$ cat src/rtl/gate_sensor_decoder.sv
// rtl/gate_sensor_decoder.sv - gate beam sequence decoder producing inc/dec pulses for the occupancy counter
// Two-flop sync, per-beam debounce, entry/exit sequence FSM with stall timeout and capacity gating.
module gate_sensor_decoder #(
  parameter int COUNT_W         = 4,
  parameter int MAX_SPACES      = 15,
  parameter int DEBOUNCE_CYCLES = 4,
  parameter int TIMEOUT_CYCLES  = 1000
) (
  input  logic               clk,
  input  logic               reset,
  input  logic               sensor_a,
  input  logic               sensor_b,
  input  logic [COUNT_W-1:0] count,
  output logic               inc,
  output logic               dec,
  output logic               reject,
  output logic               seq_error,
  output logic               full,
  output logic               empty
);
  localparam int TW = $clog2(TIMEOUT_CYCLES + 1);

  typedef enum logic [2:0] {IDLE, EN1, EN2, EN3, EX1, EX2, EX3, WAIT_CLEAR} state_t;

  // Bit 1 tracks the outer beam (a), bit 0 the inner beam (b).
  logic [1:0]    sync1, sync2, ab;
  logic [7:0]    dcnt [2];
  state_t        state, nxt;
  logic [TW-1:0] tcount;
  logic          stalled;

  assign full  = (count == COUNT_W'(MAX_SPACES));
  assign empty = (count == '0);

  always_ff @(posedge clk) begin
    if (reset) begin
      sync1   <= '0;
      sync2   <= '0;
      ab      <= '0;
      dcnt[0] <= '0;
      dcnt[1] <= '0;
    end else begin
      sync1 <= {sensor_a, sensor_b};
      sync2 <= sync1;
      for (int i = 0; i < 2; i++) begin
        if (sync2[i] != ab[i]) begin
          if (dcnt[i] == 8'(DEBOUNCE_CYCLES - 1)) begin
            ab[i]   <= sync2[i];
            dcnt[i] <= '0;
          end else begin
            dcnt[i] <= dcnt[i] + 8'd1;
          end
        end else begin
          dcnt[i] <= '0;
        end
      end
    end
  end

  function automatic state_t next_of(input state_t s, input logic [1:0] v);
    next_of = s;
    case (s)
      IDLE: case (v)
        2'b10:   next_of = EN1;
        2'b01:   next_of = EX1;
        2'b11:   next_of = WAIT_CLEAR;
        default: next_of = IDLE;
      endcase
      EN1: case (v)
        2'b11:   next_of = EN2;
        2'b00:   next_of = IDLE;
        2'b01:   next_of = WAIT_CLEAR;
        default: next_of = EN1;
      endcase
      EN2: case (v)
        2'b01:   next_of = EN3;
        2'b10:   next_of = EN1;
        2'b00:   next_of = WAIT_CLEAR;
        default: next_of = EN2;
      endcase
      EN3: case (v)
        2'b11:   next_of = EN2;
        2'b10:   next_of = WAIT_CLEAR;
        2'b00:   next_of = IDLE;
        default: next_of = EN3;
      endcase
      EX1: case (v)
        2'b11:   next_of = EX2;
        2'b00:   next_of = IDLE;
        2'b10:   next_of = WAIT_CLEAR;
        default: next_of = EX1;
      endcase
      EX2: case (v)
        2'b10:   next_of = EX3;
        2'b01:   next_of = EX1;
        2'b00:   next_of = WAIT_CLEAR;
        default: next_of = EX2;
      endcase
      EX3: case (v)
        2'b11:   next_of = EX2;
        2'b01:   next_of = WAIT_CLEAR;
        2'b00:   next_of = IDLE;
        default: next_of = EX3;
      endcase
      default: next_of = (v == 2'b00) ? IDLE : WAIT_CLEAR;
    endcase
  endfunction

  assign nxt     = next_of(state, ab);
  assign stalled = (state != IDLE) && (state != WAIT_CLEAR) && (nxt == state);

  always_ff @(posedge clk) begin
    if (reset) begin
      state     <= IDLE;
      tcount    <= '0;
      inc       <= 1'b0;
      dec       <= 1'b0;
      reject    <= 1'b0;
      seq_error <= 1'b0;
    end else begin
      inc       <= 1'b0;
      dec       <= 1'b0;
      reject    <= 1'b0;
      seq_error <= 1'b0;
      if (stalled) begin
        if (tcount == TW'(TIMEOUT_CYCLES - 1)) begin
          state     <= WAIT_CLEAR;
          seq_error <= 1'b1;
          tcount    <= '0;
        end else begin
          tcount <= tcount + 1'b1;
        end
      end else begin
        state  <= nxt;
        tcount <= '0;
        if (nxt == WAIT_CLEAR && state != WAIT_CLEAR) seq_error <= 1'b1;
        // Capacity is judged on the completing edge, not when the car first broke a beam.
        if (state == EN3 && nxt == IDLE) begin
          if (full) reject <= 1'b1;
          else      inc    <= 1'b1;
        end
        if (state == EX3 && nxt == IDLE) begin
          if (empty) reject <= 1'b1;
          else       dec    <= 1'b1;
        end
      end
    end
  end
endmodule

$ cat config.mk
export PLATFORM = sky130hd
export DESIGN_NAME = gate_sensor_decoder
export DESIGN_NICKNAME = d
export VERILOG_FILES = /design/src/rtl/gate_sensor_decoder.sv
export SDC_FILE = /design/constraint.sdc
export NUM_CORES = 1
export LEC_CHECK = 0
export CAP_MARGIN = 0
export CORE_MARGIN = 5
export CORE_UTILIZATION = 45
export CTS_BUF_LIST = sky130_fd_sc_hd__clkbuf_4
export DETAILED_ROUTE_END_ITERATION = 6
export PLACE_DENSITY = 0.71
export SLEW_MARGIN = 40
export SYNTH_ARGS = -nofsm -noshare
export SYNTH_HDL_FRONTEND = slang
export SYNTH_SLANG_ARGS = --single-unit
$ cat constraint.sdc
create_clock -name clk -period 3.6 [get_ports clk]
set_clock_uncertainty 0.15 [all_clocks]
set_input_delay 1.08 -clock clk [delete_from_list [all_inputs] [get_ports clk]]
set_output_delay 1.08 -clock clk [all_outputs]
set_load 0.01 [all_outputs]
Yosys cells after proc, flatten, opt, wreduce, memory -nomap -nowiden
Memory sizes are Yosys's and may differ from the RTL's.
Index checks and enable logic that the tools add are counted.
- logic and storage cells: 108
- memories kept: 1
- memory bits (writable): 16
- latch bits: 0
- output and inout bits: 6
- flip-flop bits (word level): 23
- input port bits: 8
- bits in read-only memories: 0
- memory list (memory ; depth ; width ; rd ports ; clocked after memory_dff ; wr ports ; RTL line ; RTL):
    dcnt ; 2 ; 8 ; 2 ; 0 ; 2 ; 27 ; logic [7:0] dcnt [2];
- bitwise operators: 9
- magnitude comparators: 0
- div/mod/pow operators: 0
- multiply operators: 0
- multiplexer cells: 50
- reductions and logical operators: 16
- shift-type cells: 0
- eq/ne operators: 19
- $add $sub $neg: 3
- operators with widths (cell ; number):
    $pmux W3 S3 ; 6
    $mux W8 ; 6
    $mux W1 ; 33
    $pmux W3 S7 ; 1
    $add A8 B1 Y8 const B ; 2
    $eq A8 B2 Y1 const B ; 2
    $eq A3 B3 Y1 const B ; 4
    $add A10 B1 Y10 const B ; 1
    $eq A10 B10 Y1 const B ; 1
    $mux W3 ; 3
    $reduce_or A3 Y1 ; 3
    $eq A3 B2 Y1 const B ; 2
    $logic_not A3 Y1 ; 2
    $or A1 B1 Y1 ; 6
    $pmux W2 S3 ; 1
    $logic_and A1 B1 Y1 ; 5
    $eq A2 B2 Y1 const B ; 2
    $eq A4 B4 Y1 const B ; 1
    $logic_not A4 Y1 ; 1
    $reduce_and A2 Y1 ; 2
    $eq A3 B1 Y1 const B ; 1
    $eq A3 B3 Y1 ; 1
    $ne A3 B3 Y1 const B ; 1
    $not A1 Y1 ; 3
    6 further kinds ; 7

Logic depth before layout (Yosys ltp)
Gate-level depths: netlist of run 1.
An unclocked memory read counts as a cell.
- word-level depth: 9
- mapped depth: 8
- depth with buffers taken out: 7

Worst setup path after synthesis of run 1
No wires, ideal clock.
- kind: input-to-output
- start: in count[1]
- end: out empty
- path buffers: 0
- data required time: 2370 ps
- setup slack: 731 ps
- data arrival time: 1639 ps
- stages on the path: 1
- cells stage by stage: nor4_1
- cells in the longest elaborated chain, start to end: 1
- ends and longest elaborated chain (item ; RTL line ; RTL):
    start, declared ; 13 ; input logic [COUNT_W-1:0] count,
    $logic_not A4 Y1 ; 33 ; assign empty = (count == '0);
    end, declared ; 19 ; output logic empty
No other way between the ends.

Final worst setup path of run 1
Ends and elaborated chain as after synthesis.

==> results.md, run 1 <==
- Internal Power: 0.578 mW
- Most common cell after layout, fill and taps aside: nor2_1
- Number of fill cells: 432
- # IOs: 14
- FF+latch count, synth: 39
- Vias per std cell: 5.13
- Hold WS: 0.301 ns
- Worst skew pair latency: 0.34 ns
- Unique masters post-synth: 51
- WP data arrival: 2.12 ns
- Crit path kind: in -> out
- Die Wd: 79.6 um
- Most frequent cells in the layout: nor2_1, dfxtp_1, nor3_1
- Area of the multi-input gates: 1220 um2
- Clock slew at reported path FFs: 0.11 ns
- Sw frac: 0.225
- Clock power frac: 0.312
- Achievable Freq: 0.299 GHz
- Routed vias: 1,651
- Final hold vios: 0
- First-pass GRT wire length: 6380 um
- DIE HEIGHT: 79.6 um
- Pin count of the biggest net entering global routing: 21
- Post-Synthesis Mean Instance Area: 9.68 um2
- CTS H-tree depth: 2
- Clk sinks: 39
- CP startpoint kind: primary input
- Gpl congestion: 0.846
- RSZ-0062 raised after global routing: no
- Dpl cells: 314
- Slew @ Worst Pin: 0.556 ns
- Max FO, Critical Path: 2
- Post-DRT Antenna Nets: 0
- Final Non-Filler Cells: 322
- Share of post-route cells with drive strength above 1: 0.0588
- Post-Syn Area: 2180 um2
- Initial antenna violation count: 0
- Final HPWL from detailed placement: 2700 um
- Area grow syn2layout: 13.9%
- Design Area, Final: 2480 um2
- CTS root buf: clkbuf_4
- Site Rows: 25
- Drt drc: 0
- Critical Path RT: 2.37 ns
- Status: finished clean
- Wire per inst: 11.5 um
- Peak VDD IR: 0.220 mV
- Setup TNS: 0 ns
- Seq. cell area: 941 um2
- Min Tclk post-route: 3.35 ns
- Vias in the first global route: 1,473
- Placed instance area: 2410 um2
- Logic pwr share: 0.046
- Routed WL: 3690 um
- Async set-reset flop share out of synthesis: 0
- Die footprint: 6330 um2
- Seq/Total Area, Yosys: 0.432
- Worst relative slew slack: 0.620
- MaxCap Viol Count: 0
- Cts bufs inserted: 5
- Pwr Total: 0.746 mW
- Leakage: 0.922 nW
- I/O Buffers: 13
- Setup crit end kind: output pin
- Ys flop type: dfxtp_1
- Post-route clock period utilization: 0.929
- CTS tree: built
- Final Max Tran Viols: 0
- Switching pwr: 0.168 mW
- Synth warn: 0
- Flop pwr share: 0.641
- Post-synthesis cell count: 225
- Clock tree buffer depth: 2
- GRT overflow: 0
- GRT Util Overall: 0.127
- CORE AREA: 4720 um2
- Power Density: 301 nW/um2
- Hold-fix buffers, CTS: 0
- Tightest Hold Check Type: reg -> reg
- EDFF count, synth: 16
- Initial core utilization: 0.461
- Final setup viols: 0
- Drt pass-1 iters: 4
- Drt first-iter violations: 88
- N_diodes: 0
- Layout Nets: 273
cells in the mapped netlist (2+ instances only):
| cell | n | share of area |
|---|---|---|
| a21oi_1 | 7 | 0.016 |
| and3_1 | 8 | 0.023 |
| buf_2 | 3 | 0.0069 |
| buf_6 | 2 | 0.010 |
| clkbuf_1 | 2 | 0.0034 |
| dfxtp_1 | 23 | 0.21 |
| edfxtp_1 | 16 | 0.22 |
| ha_1 | 11 | 0.063 |
| inv_1 | 6 | 0.010 |
| mux2_1 | 2 | 0.010 |
| mux2i_1 | 3 | 0.014 |
| nand2_1 | 7 | 0.012 |
| nand2b_1 | 3 | 0.0086 |
| nand3_1 | 14 | 0.032 |
| nand3b_1 | 2 | 0.0069 |
| nand4b_1 | 3 | 0.012 |
| nor2_1 | 29 | 0.050 |
| nor2b_1 | 7 | 0.020 |
| nor3_1 | 17 | 0.039 |
| nor4_1 | 2 | 0.0057 |
| nor4b_1 | 2 | 0.0080 |
| o2111ai_1 | 2 | 0.0080 |
| o21ai_0 | 4 | 0.0092 |
| o21bai_1 | 2 | 0.0069 |
| o31ai_1 | 2 | 0.0069 |
| xnor2_1 | 10 | 0.040 |
| xor2_1 | 12 | 0.048 |
layer usage:
| metal | up-vias | share of wire | routed length, um | track usage |
|---|---|---|---|---|
| met1 | 761 | 0.49 | 1820 | 0.166 |
| li1 | 860 | - | - | - |
| met3 | 6 | 0.036 | 133 | 0.0339 |
| met2 | 24 | 0.46 | 1680 | 0.197 |
| met5 | - | 0 | 0 | 0 |
| met4 | 0 | 0.017 | 62 | 0.0515 |
stage by stage:
stage | setup slack, ns | util
after floorplan | 0.731 | -
after global placement | -0.0901 | 0.511
after detailed placement | -0.0898 | 0.511
after CTS | 0.0202 | 0.524
after global routing | 0.169 | 0.525
final | 0.254 | 0.525
area by class of cell:
cell class,instances,share of cell area
Clock buffer,7,0.0212
Clock inverter,1,0.00202
Multi-Input combinational cell,186,0.492
Timing Repair Buffer,16,0.0621
Tap cell,67,0.0338
Sequential cell,39,0.380
Inverter,6,0.00909
power groups by stage:
stage | logic (mW) | clock network [mW] | registers, mW
2_1_floorplan | 0.0218 | 0 | 0.486
3_3_place_gp | 0.0339 | 0 | 0.488
3_5_place_dp | 0.0342 | 0 | 0.488
4_1_cts | 0.0349 | 0.246 | 0.478
5_1_grt | 0.0390 | 0.266 | 0.480
6_report | 0.0345 | 0.233 | 0.478
repair_timing:
action                                  in CTS  in global routing
resized for setup                            2                  1
cloned                                       0                  0
buffers inserted                             0                  0
endpoints found under the setup margin       1                  1
path summary, 6_finish.rpt:
| check | from | endpoint | slack [ns] | cells past startpoint |
|---|---|---|---|---|
| worst max-delay path | count[1] | empty | 0.25 | 3 |
| worst min-delay path | sync1[1]$_SDFF_PP0_ | sync2[1]$_SDFF_PP0_ | 0.30 | 1 |
| worst max register to register | ab[0]$_SDFFE_PP0P_ | state[2]$_SDFFE_PP0P_ | 0.70 | 7 |
| worst min register to register | sync1[1]$_SDFF_PP0_ | sync2[1]$_SDFF_PP0_ | 0.30 | 1 |
kinds of logic after synthesis:
| kind of cell | Yosys count | share of synthesized area |
|---|---|---|
| simple gates | 103 | 0.256 |
| flops | 39 | 0.432 |
| compound gates | 29 | 0.0983 |
| xor+xnor | 22 | 0.0885 |
| buf+inv | 15 | 0.0362 |
| fa+ha+maj | 11 | 0.0632 |
| mux | 5 | 0.0241 |
| other cells | 1 | 0.00172 |
flip-flops by register name, indices dropped and copies added (netlist names), 2 cells and up:
register,flops
sync1,2
sync2,2
dcnt,16
state,3
tcount,10
ab,2
critical path: stages:
cell             delay, ns
clkdlybuf4s50_1       0.43
nor4_2                0.31
dlygate4sd2_1         0.30
(Power assumes the default switching activity.)
==> run 2, diff against run 1 <==
- CORE_UTILIZATION: 45 -> 25
- PLACE_DENSITY: 0.71 -> 0.48
- REMOVE_ABC_BUFFERS: default -> 1
==> run 2 against run 1 <==
Hold slack worse by 0.0035 ns. Cell count up 13%. First-iteration DRC count down 58%.
==> results.md, run 2 (synthesized netlist as in run 1, its figures left out) <==
- Status: finished clean
- Reg with most FFs: dcnt
- Share of post-route cells with drive strength above 1: 0.0588 (unchanged)
- I/O Buffers: 13 (unchanged)
- First-pass GRT wire length: 7190 um (+13%)
- Clock slew at reported path FFs: 0.12 ns (about the same)
- Site Rows: 34 (+36%)
- Area grow syn2layout: 17.0%
- Reg2Reg Setup Slack: 0.80 ns (+0.10 ns)
- Worst relative slew slack: 0.545 (-0.0747)
- Pwr Total: 0.807 mW (+8.2%)
- Hold path depth: 1 (unchanged)
- Initial core utilization: 0.253 (-0.208)
- MaxCap Viol Count: 0 (unchanged)
- Finished Core Util: 0.296 (-0.228)
- Worst Reg-to-Reg Cells: 7 (unchanged)
- Post-DRT Antenna Nets: 0 (unchanged)
- CTS H-tree depth: 2 (unchanged)
- DIE HEIGHT: 103 um (+30%)
- WP data arrival: 2.33 ns (+0.21 ns)
- Drt drc: 0 (unchanged)
- Most common cell after layout, fill and taps aside: nor2_1
- N_diodes: 0 (unchanged)
- Number of fill cells: 931 (+120%)
- Drt first-iter violations: 37 (-58%)
- Post-route clock period utilization: 0.989 (+0.0598)
- Critical Path RT: 2.37 ns (about the same)
- Max FO, Critical Path: 2 (unchanged)
- Design Area, Final: 2550 um2 (+2.7%)
- Pin count of the biggest net entering global routing: 23 (+9.5%)
- Vias in the first global route: 1,596 (+8.4%)
- Leakage: 0.912 nW (-1.1%)
- Clk sinks: 39 (unchanged)
- Drt pass-1 iters: 4 (unchanged)
- Min Tclk post-route: 3.56 ns (+0.215 ns)
- R2r startpoint: ab[0]$_SDFFE_PP0P_
- Final HPWL from detailed placement: 2970 um (+10%)
- CORE AREA: 8590 um2 (+82%)
- Gpl congestion: 0.738 (-13%)
- Final setup viols: 0 (unchanged)
- Hold path startpoint: sync1[1]$_SDFF_PP0_
- Crit path kind: in -> out
- Placed instance area: 2460 um2 (+2.1%)
- Initial antenna violation count: 0 (unchanged)
- Hold-fix buffers, CTS: 0 (unchanged)
- Max reg flops: 16 (unchanged)
- Setup crit end kind: output pin
- RSZ-0062 raised after global routing: no
- Final hold vios: 0 (unchanged)
- Wire per inst: 11.3 um (-1.8%)
- CTS tree: built
- Achievable Freq: 0.281 GHz (-6.0%)
- Die footprint: 10,700 um2 (+69%)
- Regs by FF count: dcnt: 16 flops, tcount: 10 flops, state: 3 flops
- Power Density: 317 nW/um2 (+5.3%)
- Layout Nets: 273 (unchanged)
- # IOs: 14 (unchanged)
- CTS root buf: clkbuf_4
- Final Max Tran Viols: 0 (unchanged)
- Slew @ Worst Pin: 0.681 ns (+0.125 ns)
- Routed WL: 4090 um (+11%)
- Tightest Hold Check Type: reg -> reg
- Die Wd: 103 um (+30%)
- Hold Path End: sync2[1]$_SDFF_PP0_
- GRT overflow: 0 (unchanged)
- Most frequent cells in the layout: nor2_1, dfxtp_1, nor3_1
- CP startpoint kind: primary input
- GRT Util Overall: 0.0845 (-0.0421)
- Hold WS: 0.297 ns (-0.00355 ns)
- Cts bufs inserted: 5 (unchanged)
- Peak VDD IR: 0.145 mV (-34%)
- Clock tree buffer depth: 2 (unchanged)
- Worst r2r dst: state[1]$_SDFFE_PP0P_
- Worst skew pair latency: 0.34 ns (about the same)
- Vias per std cell: 4.51 (-12%)
- Routed vias: 1,636 (-0.91%)
==> run 2: cell count changes in the layout (fill, tap and decap cells not counted), sizes merged <==
cell           previous run  this run
dlymetal6s2s              1         0
bufinv                    0         1
clkbuf                    7         5
inv                       6         7
clkdlybuf4s50            11        12
==> run 2: critical path, cell delays in order <==
cell and delay, ns:
clkdlybuf4s50_1 0.49, and4_1 0.22, clkdlybuf4s50_1 0.54
==> run 2: repair_timing <==
item	4_1_cts	5_1_grt
endpoints found under the setup margin	1	0
gates resized for setup	2	0
setup buffers	0	0
hold endpoints to repair	0	0
==> run 2: worst max path at each step <==
stage	endpoint	startpoint	slack [ns]
finish	full	count[2]	0.04
global route	full	count[2]	0.002
global placement	empty	count[1]	-0.07
floorplan	empty	count[1]	0.73
CTS	full	count[2]	0.03
detailed placement	empty	count[1]	-0.1
==> run 2: final cells by class <==
type                       instances  area [um2]  share of cell area
tap                              108         135              0.0531
inverter                           6        22.5             0.00885
timing repair buffer              16         151              0.0595
sequential                        39         941               0.370
multi-input combinational        186        1220               0.479
clock buffer                       5        37.5              0.0147
clock inverter                     3        38.8              0.0152
==> run 2: report_power, final <==
group          switching, mW  total [mW]  internal (mW)
combinational         0.0178      0.0352         0.0174
sequential           0.00876       0.478          0.469
clock                  0.150       0.293          0.144
==> run 2: per-layer routing <==
metal | track usage | share of wire
met5 | 0 | 0
met4 | 0.0329 | 0.015
met3 | 0.0282 | 0.038
met2 | 0.128 | 0.43
met1 | 0.112 | 0.52
==> run 2: metrics by stage <==
step / instances / setup slack (ns) / setup TNS, ns
after floorplan: 231 / 0.731 / 0
after global placement: 355 / -0.0733 / -0.0733
after detailed placement: 355 / -0.0975 / -0.0975
after CTS: 363 / 0.0288 / 0
after global routing: 363 / 0.00240 / 0
final: 363 / 0.0388 / 0
